==> src/rtl/rv32i_pkg.sv <==
// Shared types and constants for the unified-memory arbiter.
// Requester ids, FSM state encoding and default widths.
package rv32i_pkg;

   localparam int AW_DEF = 10;
   localparam int DW_DEF = 32;

   localparam logic REQ_IF = 1'b0;
   localparam logic REQ_D  = 1'b1;

   typedef enum logic {
      IDLE,
      RD_WAIT
   } arb_state_e;

endpackage

==> src/rtl/rv32i_arb_pick.sv <==
// Priority pick between fetch and load/store with a starvation guard.
// Data wins unless fetch has waited through STARVE_MAX data grants.
module rv32i_arb_pick
   import rv32i_pkg::*;
#(
   parameter int STARVE_MAX = 4
) (
   input  logic clk1,
   input  logic rst_n,
   input  logic en,
   input  logic if_req,
   input  logic d_req,
   output logic if_gnt,
   output logic d_gnt
);

   localparam int SW = 4;
   localparam logic [SW-1:0] SMAX = SW'(STARVE_MAX);

   logic [SW-1:0] streak;
   logic          starve;

   always_comb begin
      starve = if_req && (streak == SMAX);
      d_gnt  = en && d_req && !starve;
      if_gnt = en && if_req && !d_gnt;
   end

   // streak only moves on a grant, so halt holds it
   always_ff @(posedge clk1) begin
      if (!rst_n) begin
         streak <= '0;
      end else if (if_gnt) begin
         streak <= '0;
      end else if (d_gnt) begin
         if (!if_req)
            streak <= '0;
         else if (streak != SMAX)
            streak <= streak + 1'b1;
      end
   end

endmodule

==> src/rtl/rv32i_mem_arbiter.sv <==
// Single-port memory arbiter for instruction fetch and load/store.
// One access in flight; reads return after MEM_LAT cycles.
module rv32i_mem_arbiter
   import rv32i_pkg::*;
#(
   parameter int AW         = AW_DEF,
   parameter int DW         = DW_DEF,
   parameter int MEM_LAT    = 1,
   parameter int STARVE_MAX = 4
) (
   input  logic          clk1,
   input  logic          rst_n,
   input  logic          if_req,
   input  logic [AW-1:0] if_addr,
   input  logic          if_flush,
   output logic          if_gnt,
   output logic          if_rvalid,
   output logic [DW-1:0] if_rdata,
   input  logic          d_req,
   input  logic          d_we,
   input  logic [AW-1:0] d_addr,
   input  logic [DW-1:0] d_wdata,
   output logic          d_gnt,
   output logic          d_rvalid,
   output logic [DW-1:0] d_rdata,
   input  logic          halt,
   output logic          mem_req,
   output logic          mem_we,
   output logic [AW-1:0] mem_addr,
   output logic [DW-1:0] mem_wdata,
   input  logic [DW-1:0] mem_rdata
);

   localparam logic [2:0] LAT = 3'(MEM_LAT);

   arb_state_e state, state_nxt;
   logic [2:0] lat_cnt, lat_nxt;
   logic       owner, owner_nxt;
   logic       flushed, flushed_nxt;
   logic       en;
   logic       if_pick;
   logic       d_pick;

   assign en = rst_n && (state == IDLE) && !halt;

   rv32i_arb_pick #(
      .STARVE_MAX(STARVE_MAX)
   ) u_pick (
      .clk1   (clk1),
      .rst_n  (rst_n),
      .en     (en),
      .if_req (if_req),
      .d_req  (d_req),
      .if_gnt (if_pick),
      .d_gnt  (d_pick)
   );

   always_ff @(posedge clk1) begin
      if (!rst_n) begin
         state   <= IDLE;
         lat_cnt <= '0;
         owner   <= REQ_IF;
         flushed <= 1'b0;
      end else begin
         state   <= state_nxt;
         lat_cnt <= lat_nxt;
         owner   <= owner_nxt;
         flushed <= flushed_nxt;
      end
   end

   always_comb begin
      state_nxt   = state;
      lat_nxt     = lat_cnt;
      owner_nxt   = owner;
      flushed_nxt = flushed;
      if_gnt      = 1'b0;
      d_gnt       = 1'b0;
      if_rvalid   = 1'b0;
      if_rdata    = '0;
      d_rvalid    = 1'b0;
      d_rdata     = '0;
      mem_req     = 1'b0;
      mem_we      = 1'b0;
      mem_addr    = '0;
      mem_wdata   = '0;
      if (rst_n) begin
         unique case (state)
            IDLE: begin
               if_gnt = if_pick;
               d_gnt  = d_pick;
               unique case (1'b1)
                  d_pick: begin
                     mem_req   = 1'b1;
                     mem_we    = d_we;
                     mem_addr  = d_addr;
                     mem_wdata = d_wdata;
                  end
                  if_pick: begin
                     mem_req  = 1'b1;
                     mem_addr = if_addr;
                  end
                  default: ;
               endcase
               // stores finish at issue; only reads wait
               if (if_pick || (d_pick && !d_we)) begin
                  state_nxt = RD_WAIT;
                  lat_nxt   = LAT;
                  owner_nxt = d_pick ? REQ_D : REQ_IF;
               end
            end
            RD_WAIT: begin
               lat_nxt = lat_cnt - 3'd1;
               if (owner == REQ_IF && if_flush)
                  flushed_nxt = 1'b1;
               if (lat_cnt == 3'd1) begin
                  state_nxt   = IDLE;
                  flushed_nxt = 1'b0;
                  if (owner == REQ_D) begin
                     d_rvalid = 1'b1;
                     d_rdata  = mem_rdata;
                  end else if (!flushed && !if_flush) begin
                     if_rvalid = 1'b1;
                     if_rdata  = mem_rdata;
                  end
               end
            end
            default: state_nxt = IDLE;
         endcase
      end
   end

endmodule

==> config.mk <==
export PLATFORM = sky130hd
export DESIGN_NAME = rv32i_mem_arbiter
export DESIGN_NICKNAME = d
export VERILOG_FILES = /design/src/rtl/rv32i_pkg.sv /design/src/rtl/rv32i_arb_pick.sv /design/src/rtl/rv32i_mem_arbiter.sv
export SDC_FILE = /design/constraint.sdc
export NUM_CORES = 1
export LEC_CHECK = 0
export ABC_AREA = 1
export BUFFER_PORTS_ARGS = -buffer_cell sky130_fd_sc_hd__buf_2
export CAP_MARGIN = 30
export CORE_AREA = 2 2 80 82
export DETAILED_ROUTE_END_ITERATION = 10
export DIE_AREA = 0 0 82 84
export GPL_ROUTABILITY_DRIVEN = 0
export PLACE_DENSITY = 0.67
export SYNTH_ARGS = -nofsm -noshare
export SYNTH_HDL_FRONTEND = slang
export SYNTH_SLANG_ARGS = --single-unit
==> constraint.sdc <==
create_clock -name clk1 -period 3.7 [get_ports clk1]
set_input_delay 0.37 -clock clk1 [delete_from_list [all_inputs] [get_ports clk1]]
set_output_delay 0.37 -clock clk1 [all_outputs]
set_load 0.02 [all_outputs]
== Word-level counts from Yosys, hierarchy flattened ==
Cells that the tools add are included.
Operators by class
  muxes and demuxes: 44
  eq/ne operators: 5
  reductions and logical operators: 23
  shift-type cells: 0
  div/mod/pow operators: 0
  multiply operators: 0
  add/sub/neg operators: 2
  order comparisons: 0
  bitwise operators: 3
Operator list (count)
  $mux W32: 12
  $mux W1: 24
  $mux W10: 2
  $pmux W10 S2: 1
  $logic_and A1 B1 Y1: 10
  $mux W4: 2
  $logic_not A1 Y1: 6
  $pmux W3 S2: 1
  $reduce_and A2 Y1: 3
  $add A4 B1 Y4 const B: 1
  $eq A4 B3 Y1 const B: 1
  $ne A2 B1 Y1 const B: 2
  $ne A4 B3 Y1 const B: 1
  $reduce_or A2 Y1: 2
  $eq A3 B1 Y1 const B: 1
  $mux W3: 1
  $not A1 Y1: 3
  $sub A3 B1 Y3 const B: 1
  $pmux W1 S2: 1
  $reduce_bool A2 Y1: 1
  $logic_or A1 B1 Y1: 1
Word-level totals
  logic and storage cells: 82
  memory bits (writable): 0
  ROM bits: 0
  memories: 0
  flip-flop bits (word level): 10
  latch bits: 0
  output and inout port bits: 112
  input port bits: 91

== Depth between registers and ports, before layout ==
Gate-level depths: netlist of run 1.
  depth in word-level cells: 11
  gate-level depth with buffers: 9
  mapped depth without buffers: 8

== Hierarchy ==
Synthesis of run 1 repeated with hierarchy kept, for this count alone.
Unflattened totals
  cell total of the unflattened synthesis: 303
  area, all modules: 1560.2 um^2
Modules (own cells, without submodules)
  rv32i_mem_arbiter: times used 1, sequential area each 120.1 um^2, cells each 259, area an instance 1257.5 um^2
  rv32i_arb_pick: times used 1, sequential area each 80.1 um^2, cells each 44, area an instance 302.8 um^2

== Least setup slack after synthesis of run 1 ==
OpenSTA, ideal clock, no wires.
  kind: reg-to-output
  from: register lat_cnt[1]
  to: output port d_rdata[10]
  slack: 1.821 ns
  required time: 3.330 ns
  buffers on the path: 1
  stages on the path, launching flop included: 8
  data arrival time: 1.509 ns
  cell sequence: dfxtp_1 -> inv_1 -> ha_1 -> nand3_1 -> nor3_2 -> inv_2 -> buf_2 -> nor2_1
Between the ends
  cells in the longest elaborated chain, start to end: 4
Ends and longest elaborated chain
  start: declaration: RTL line rv32i_mem_arbiter.sv:37  | logic [2:0] lat_cnt, lat_nxt;
  start signal: assignment: RTL line rv32i_mem_arbiter.sv:66  | lat_cnt <= lat_nxt;
  $eq A3 B1 Y1: RTL line rv32i_mem_arbiter.sv:116  | if (lat_cnt == 3'd1) begin
  $mux W32: RTL line rv32i_mem_arbiter.sv:116
  $mux W32: RTL line rv32i_mem_arbiter.sv:88  | unique case (state)
  $mux W32: RTL line rv32i_mem_arbiter.sv:87  | if (rst_n) begin
  end: declaration: RTL line rv32i_mem_arbiter.sv:25  | output logic [DW-1:0] d_rdata,
Every way passes these cells.

== Worst setup path after layout of run 1 ==
  from: register u_pick.streak[0]
  to: output port mem_addr[6]
Between the ends
  cells in the longest elaborated chain, start to end: 9
Ends and longest elaborated chain
  start: declaration: RTL line rv32i_arb_pick.sv:20  | logic [SW-1:0] streak;
  start signal: assignment: RTL line rv32i_arb_pick.sv:39  | streak <= streak + 1'b1;
  $eq A4 B3 Y1 *: RTL line rv32i_arb_pick.sv:24  | starve = if_req && (streak == SMAX);
  $logic_and A1 B1 Y1 *: RTL line rv32i_arb_pick.sv:24
  $logic_not A1 Y1 *: RTL line rv32i_arb_pick.sv:25  | d_gnt = en && d_req && !starve;
  $logic_and A1 B1 Y1 *: RTL line rv32i_arb_pick.sv:25
  $logic_not A1 Y1: RTL line rv32i_arb_pick.sv:26  | if_gnt = en && if_req && !d_gnt;
  $logic_and A1 B1 Y1: RTL line rv32i_arb_pick.sv:26
  $pmux W10 S2 *: RTL line rv32i_mem_arbiter.sv:92  | unique case (1'b1)
  $mux W10 *: RTL line rv32i_mem_arbiter.sv:88
  $mux W10 *: RTL line rv32i_mem_arbiter.sv:87
  end: declaration: RTL line rv32i_mem_arbiter.sv:29  | output logic [AW-1:0] mem_addr,
Every way passes the cells marked *; elsewhere a longest branch is shown, timed or not.

==> results of run 1 <==
layer usage:
| metal | up-vias | wire length, µm |
|---|---|---|
| met5 | - | 0 |
| met4 | 0 | 99 |
| met3 | 8 | 472 |
| met2 | 113 | 2660 |
| met1 | 947 | 1850 |
| li1 | 1188 | - |
sequential cells by signal, summed over array words and instances (netlist names):
register,count
flushed,1
owner,1
u_pick.streak,4
state,1
lat_cnt,3
worst max path at each step:
| stage | to | slack (ns) | depth (start not counted) |
|---|---|---|---|
| floorplan | d_rdata[10] | 1.82 | 7 |
| global placement | mem_addr[7] | 1.45 | 10 |
| detailed placement | mem_addr[6] | 1.36 | 10 |
| CTS | mem_addr[6] | 1.10 | 10 |
| global route | mem_addr[7] | 0.88 | 10 |
| finish | mem_addr[6] | 1.13 | 10 |
logic make-up (layout without fill, tap and decap cells):
group | after synthesis | count (layout) | share of synthesized area [%]
buf+inv | 97 | 292 | 28.2
flops | 10 | 10 | 13.7
xor+xnor | 1 | 1 | 0.597
simple gates | 162 | 162 | 49.7
fa+ha+maj | 4 | 4 | 3.41
compound gates | 12 | 12 | 4.52
layout by cell type (no fill, tap or decap):
cell type / n
sky130_fd_sc_hd__clkbuf_8: 3
sky130_fd_sc_hd__nor3_2: 1
sky130_fd_sc_hd__inv_1: 80
sky130_fd_sc_hd__buf_2: 202
sky130_fd_sc_hd__a21oi_1: 8
sky130_fd_sc_hd__nor3_1: 1
sky130_fd_sc_hd__o21bai_1: 1
sky130_fd_sc_hd__inv_2: 5
sky130_fd_sc_hd__nand3_1: 9
sky130_fd_sc_hd__xor2_1: 1
sky130_fd_sc_hd__ha_1: 4
sky130_fd_sc_hd__buf_4: 2
sky130_fd_sc_hd__nand4_1: 3
sky130_fd_sc_hd__o21ai_0: 2
sky130_fd_sc_hd__nor2_2: 34
sky130_fd_sc_hd__nand3_2: 1
sky130_fd_sc_hd__nand2_1: 44
sky130_fd_sc_hd__nand2_2: 1
sky130_fd_sc_hd__dfxtp_1: 10
sky130_fd_sc_hd__nor2_1: 68
sky130_fd_sc_hd__a21oi_2: 1
power by group:
part           internal (mW)  switching (mW)  total [mW]
clock network         0.0711          0.0408       0.112
logic                 0.0657          0.0943       0.160
registers              0.113         0.00351       0.117
total                  0.250           0.139       0.389
worst max-delay path, delay by kind of cell, from the launching register on:
kind,cells,cell delay [ns]
flops,1,0.34
simple gates,5,0.58
fa+ha+maj,1,0.14
buf+inv,4,0.88
layout make-up:
| type | instances | area (µm²) | area share (%) |
|---|---|---|---|
| Clock buffer | 3 | 41.3 | 1.63 |
| Inverter | 85 | 319 | 12.6 |
| Multi-Input combinational cell | 179 | 853 | 33.6 |
| Sequential cell | 10 | 200 | 7.89 |
| Tap cell | 77 | 96.3 | 3.80 |
| Timing Repair Buffer | 204 | 1030 | 40.5 |
through the flow:
step	worst slack (ns)	cells	cell area (µm²)	util [%]
3_3_place_gp	1.45	555	2490	40.9
5_1_grt	0.882	558	2540	41.6
3_5_place_dp	1.36	555	2490	40.9
6_report	1.13	558	2540	41.6
4_1_cts	1.10	558	2540	41.6
2_1_floorplan	1.82	286	1470	-
==> flow_summary.yaml, run 1 <==
setup_path:
  critPathMaxStageDelay_ns: 0.45
  timing.critical_path.from_type: "flop"
  crit_start: "u_pick.streak[0]"
  critical_path_required_ns: 3.33
  worst_r2r_endpoint: "u_pick.streak[1]"
  crit-reg2reg-launch: "u_pick.streak[0]"
  critPathMaxFanout: 35
  cpMaxStageDelayCell: "sky130_fd_sc_hd__buf_4"
  ff2ff_path_depth: 8
  path_class: "flop to primary output"
  ff2ff_setup_slack_ns: 1.87
  critical_path_arrival_ns: 2.20
  critPathMostFrequentCell: "sky130_fd_sc_hd__nand2_1"
  path_cells: "inv_1 > ha_1 > nand4_1 > nand2_2 > buf_4 > nand2_1 > inv_2 > nand2_1 > nand2_1 > buf_2"
  timing.critical_path.to_type: "primary output"
synth:
  async_flop_share_pct: 0
  yosysTopAreaCellShare_pct: 20.5
  synth_enable_flop_cells: 0
  synth_area_leaders: "sky130_fd_sc_hd__inv_1 (20%), sky130_fd_sc_hd__nor2_1 (17%), sky130_fd_sc_hd__nor2_2 (15%)"
  synthDominantAreaCellType: "sky130_fd_sc_hd__inv_1"
  syn-num-nets: 381
  synth_seq_cells: 10
  syn-mean-instance-area_um2: 5.13
  synth_warn: 0
  ys_seq_area_share_pct: 13.7
  synthesis.instances: 286
  yosys-top-cells-count: "sky130_fd_sc_hd__inv_1 (80), sky130_fd_sc_hd__nor2_1 (68), sky130_fd_sc_hd__nand2_1 (44)"
  synthMostInstantiatedCell: "sky130_fd_sc_hd__inv_1"
  synthFlopType: "sky130_fd_sc_hd__dfxtp_1"
  synthDistinctLibCells: 21
  synthesis.area_um2: 1470
cells_and_area:
  design.final.nets: 578
  drive_above_1_share_pct: 52.0
  insertedDiodeCount: 0
  area_growth_pct: 73.0
  final.fill_count: 660
routing:
  drc_errors: 0
  vias_per_cell: 4.04
  final_antenna_net_count: 0
  firstDrtPassIters: 4
  route.detailed.wl_per_inst_um: 9.11
  detail_route.wirelength_um: 5080
  routed-via-count: 2256
  drt-initial-drc-count: 50
power:
  total_power_uw: 389
  power.static_leakage_nw: 1.93
  pwr_density_cell_nw_per_um2: 153
  vdd_drop_max_v: 0.000131
global_route:
  grt_pass1_vias: 1889
  antenna_found_initial: 0
  globalRoute.busiestLayer: "met2"
  grt_use_total_pct: 14.0
  grt_first_pass_wirelength_um: 7820
  largest_net_degree_at_the_start_of_global_routing: 36
  grtUsageMet2_pct: 27.9
  grt_overflow_total: 0
  gr-usage-met1_pct: 13.4
  gr_met3_demand_resource_pct: 1.84
clock_tree:
  clk-insertion-delay-late_ns: 0.24
  numClockSinks: 10
  postCtsResizedCells: 0
  clock_tree_from_tritoncts: "built"
  clkTransAtPathRegs_ns: 0.04
  clock_buffer_count_from_cts: 3
  postCtsSetupBuffers: 0
  cts.root.buffer_cell: "sky130_fd_sc_hd__clkbuf_8"
  cts_hold_buffers: 0
  cts-root-to-sink-buffers: 2
  htreeDepth: 1
min_path:
  min_path_cells: 3
  whs_endpoint: "flushed"
  hold_class: "input pin to flop"
  hold_path.startpoint: "if_flush"
timing:
  rsz0062_at_grt: "no"
  worst_hold_slack_ns: 0.424
  setup_viol: 0
  post_layout_minimum_cycle_time_ns: 2.57
  maxSlewViolCount: 0
  setup_tns_ns: 0
  max_fclk_ghz: 0.389
  hold_viol: 0
  worst-slew-pin-transition_ns: 0.507
  worst_clock_skew_ns: 0.000851
  final.period_utilization_pct: 69.4
  timing.max_slew.rel_slack_pct: 66.2
job:
  cap_violations: 0
floorplanning:
  coreArea_um2: 6100
  floorplan.rows: 29
  io_pins: 203
  floorplan.initialDensity_pct: 24.1
  design.die.area_um2: 6890
  die_width_um: 82
  die-height_um: 84
placement:
  placement.io_buffers: 202
  dp_hpwl_um: 4330
outcome:
  outcome: "completed"
Power figures use the tool's default switching activity.
==> run 2, diff against run 1 <==
--- a/config.mk
+++ b/config.mk
@@ -5,14 +5,14 @@
 export SDC_FILE = /design/constraint.sdc
 export NUM_CORES = 1
 export LEC_CHECK = 0
-export ABC_AREA = 1
+export ABC_AREA = 0
 export BUFFER_PORTS_ARGS = -buffer_cell sky130_fd_sc_hd__buf_2
 export CAP_MARGIN = 30
-export CORE_AREA = 2 2 80 82
+export CORE_AREA = 2 2 79 81
 export DETAILED_ROUTE_END_ITERATION = 10
-export DIE_AREA = 0 0 82 84
+export DIE_AREA = 0 0 81 83
 export GPL_ROUTABILITY_DRIVEN = 0
-export PLACE_DENSITY = 0.67
+export PLACE_DENSITY = 0.69
 export SYNTH_ARGS = -nofsm -noshare
 export SYNTH_HDL_FRONTEND = slang
 export SYNTH_SLANG_ARGS = --single-unit
==> constraint.sdc (replaced) <==
create_clock -name clk1 -period 2.2 [get_ports clk1]
set_input_delay 0.22 -clock clk1 [delete_from_list [all_inputs] [get_ports clk1]]
set_output_delay 0.22 -clock clk1 [all_outputs]
set_load 0.02 [all_outputs]
==> run 2 against run 1 <==
Effect of this change:
- synthesized cell count shrank 33%
- via count shrank 10%
- sequential power grew 68%
==> flow_summary.yaml, run 2 <==
cells_and_area:
  design.final.nets: 482
  area_growth_pct: 84.0
  final_common_cell: "sky130_fd_sc_hd__buf_2"
  insertedDiodeCount: 0
  drive_above_1_share_pct: 56.2
  largest-register: "u_pick.streak"
  largestRegisters: "u_pick.streak x4, lat_cnt x3"
  most-common-layout-cells: "sky130_fd_sc_hd__buf_2 (202), sky130_fd_sc_hd__and2_1 (65), sky130_fd_sc_hd__and3_1 (34)"
  largest_reg_flops: 4
timing:
  final.period_utilization_pct: 94.1
  maxSlewViolCount: 0
  max_fclk_ghz: 0.483
  timing.max_slew.rel_slack_pct: 65.9
  setup_viol: 0
  worst-slew-pin-transition_ns: 0.509
  rsz0062_at_grt: "no"
  worst_clock_skew_ns: 0.00160
  hold_viol: 0
  timing.final.ws_setup_ns: 0.131
  setup_tns_ns: 0
  post_layout_minimum_cycle_time_ns: 2.07
min_path:
  whs_endpoint: "flushed"
  hold_class: "input pin to flop"
  hold_path.startpoint: "if_flush"
  min_path_cells: 3
setup_path:
  cpMaxStageDelayCell: "sky130_fd_sc_hd__or3b_4"
  worst_r2r_endpoint: "u_pick.streak[2]"
  timing.critical_path.to_type: "primary output"
  path_cells: "or3b_4 > buf_4 > nor3_2 > buf_4 > a22o_1 > buf_2"
  critPathMaxStageDelay_ns: 0.45
  crit-reg2reg-launch: "u_pick.streak[0]"
  timing.critical_path.from_type: "flop"
  critical_path_arrival_ns: 1.85
  path_class: "flop to primary output"
  ff2ff_path_depth: 6
  ff2ff_setup_slack_ns: 0.45
  critPathMaxFanout: 11
  critPathMostFrequentCell: "sky130_fd_sc_hd__buf_4"
  critical_path_required_ns: 1.98
  path_buf_inv: 3
  worst_path_dominant_cell_family: "simple AND/OR/NAND/NOR gates"
global_route:
  grt_use_total_pct: 16.1
  largest_net_degree_at_the_start_of_global_routing: 39
  grt_pass1_vias: 1793
  grt_first_pass_wirelength_um: 8850
  grt_overflow_total: 0
  antenna_found_initial: 0
synth:
  synthFlopType: "sky130_fd_sc_hd__dfxtp_1"
  synth_warn: 0
  synth_area_leaders: "sky130_fd_sc_hd__and2_1 (30%), sky130_fd_sc_hd__and3_1 (16%), sky130_fd_sc_hd__dfxtp_1 (15%)"
  ys_seq_area_share_pct: 14.6
  synthesis.instances: 191
  async_flop_share_pct: 0
  synth_enable_flop_cells: 0
  syn-num-nets: 286
  syn-mean-instance-area_um2: 7.16
  synthDominantAreaCellType: "sky130_fd_sc_hd__and2_1"
  synth_seq_cells: 10
  synthesis.area_um2: 1370
  yosys-top-cells-count: "sky130_fd_sc_hd__and2_1 (65), sky130_fd_sc_hd__and3_1 (34), sky130_fd_sc_hd__clkbuf_1 (14)"
  synthMostInstantiatedCell: "sky130_fd_sc_hd__and2_1"
  synthDistinctLibCells: 32
  yosysTopAreaCellShare_pct: 29.7
placement:
  post-place-ws_ns: 0.255
  placement.io_buffers: 202
  dp_hpwl_um: 4840
clock_tree:
  cts.root.buffer_cell: "sky130_fd_sc_hd__clkbuf_8"
  cts-root-to-sink-buffers: 2
  htreeDepth: 1
  clock_tree_from_tritoncts: "built"
  numClockSinks: 10
  cts_hold_buffers: 0
  clk-insertion-delay-late_ns: 0.24
  clock_buffer_count_from_cts: 3
  clkTransAtPathRegs_ns: 0.05
power:
  pwr_density_cell_nw_per_um2: 262
  power.static_leakage_nw: 1.67
  vdd_drop_max_v: 0.000112
floorplanning:
  floorplan.rows: 28
  die-height_um: 83
  die_width_um: 81
  io_pins: 203
  floorplan.initialDensity_pct: 23.5
  design.die.area_um2: 6720
  coreArea_um2: 5820
routing:
  vias_per_cell: 4.39
  routed-via-count: 2023
  route.detailed.wl_per_inst_um: 12.6
  drt-initial-drc-count: 74
  detail_route.wirelength_um: 5790
  final_antenna_net_count: 0
  drc_errors: 0
  firstDrtPassIters: 4
outcome:
  outcome: "completed"
job:
  cap_violations: 0
run 2: final cells by class:
type / count / area (µm²)
Clock buffer: 4 / 55.1
Inverter: 9 / 33.8
Sequential cell: 10 / 200
Fill cell: 606 / 3300
Timing Repair Buffer: 209 / 1080
Multi-Input combinational cell: 154 / 1060
Tap cell: 75 / 93.8
run 2: metrics by stage:
stage / cell area, µm² / utilization [%] / hold WS, ns / total power [mW] / cells
after global routing: 2520 / 43.3 / 0.313 / 0.701 / 461
final: 2520 / 43.3 / 0.289 / 0.660 / 461
after global placement: 2440 / 41.9 / 0.486 / 0.426 / 456
after floorplan: 1370 / - / 0.358 / 0.307 / 191
after CTS: 2490 / 42.9 / 0.285 / 0.665 / 460
after detailed placement: 2440 / 41.9 / 0.489 / 0.430 / 456
run 2: worst max-delay path by stage:
| stage | start | to | cells after the start |
|---|---|---|---|
| CTS | state | mem_addr[5] | 4 |
| detailed placement | state | mem_addr[5] | 4 |
| global route | lat_cnt[1] | d_rdata[0] | 7 |
| finish | state | mem_addr[5] | 6 |
| floorplan | state | mem_addr[1] | 6 |
| global placement | state | mem_addr[0] | 4 |
run 2: worst register-to-register path: cells and delay by family (launching register included):
family                     cells  cell delay, ns
AOI/OAI and AO/OA              1            0.48
adders and majority gates      1            0.16
buffers and inverters          2            0.36
DFF                            1            0.33
and+or+nand+nor                2            0.28
run 2: kinds of logic after synthesis:
group	count (synthesis)	synth area share (%)
AOI/OAI and AO/OA	27	15.2
and+or+nand+nor	123	57.6
buffers and inverters	27	8.87
DFF	10	14.6
adders and majority gates	4	3.66
run 2: where the power goes:
group / switching (mW) / internal [mW] / leakage (nW)
clock network: 0.0725 / 0.157 / 0.0288
registers: 0.00756 / 0.190 / 0.0813
logic: 0.120 / 0.114 / 1.56
total: 0.200 / 0.460 / 1.67
run 2: per-layer routing:
metal	global-route usage, %	vias to the layer above	share of wire, %
li1	-	1055	-
met1	20.1	899	43
met2	29.1	63	51
met3	1.74	6	5.2
met4	3.54	0	0.88
met5	0	-	0
run 2: repair_timing:
| item | 4_1_cts | 5_1_grt |
|---|---|---|
| pin swaps | 1 | 1 |
| buffers inserted | 0 | 1 |
| endpoints found under the setup margin | 1 | 10 |
| gates resized for setup | 0 | 1 |
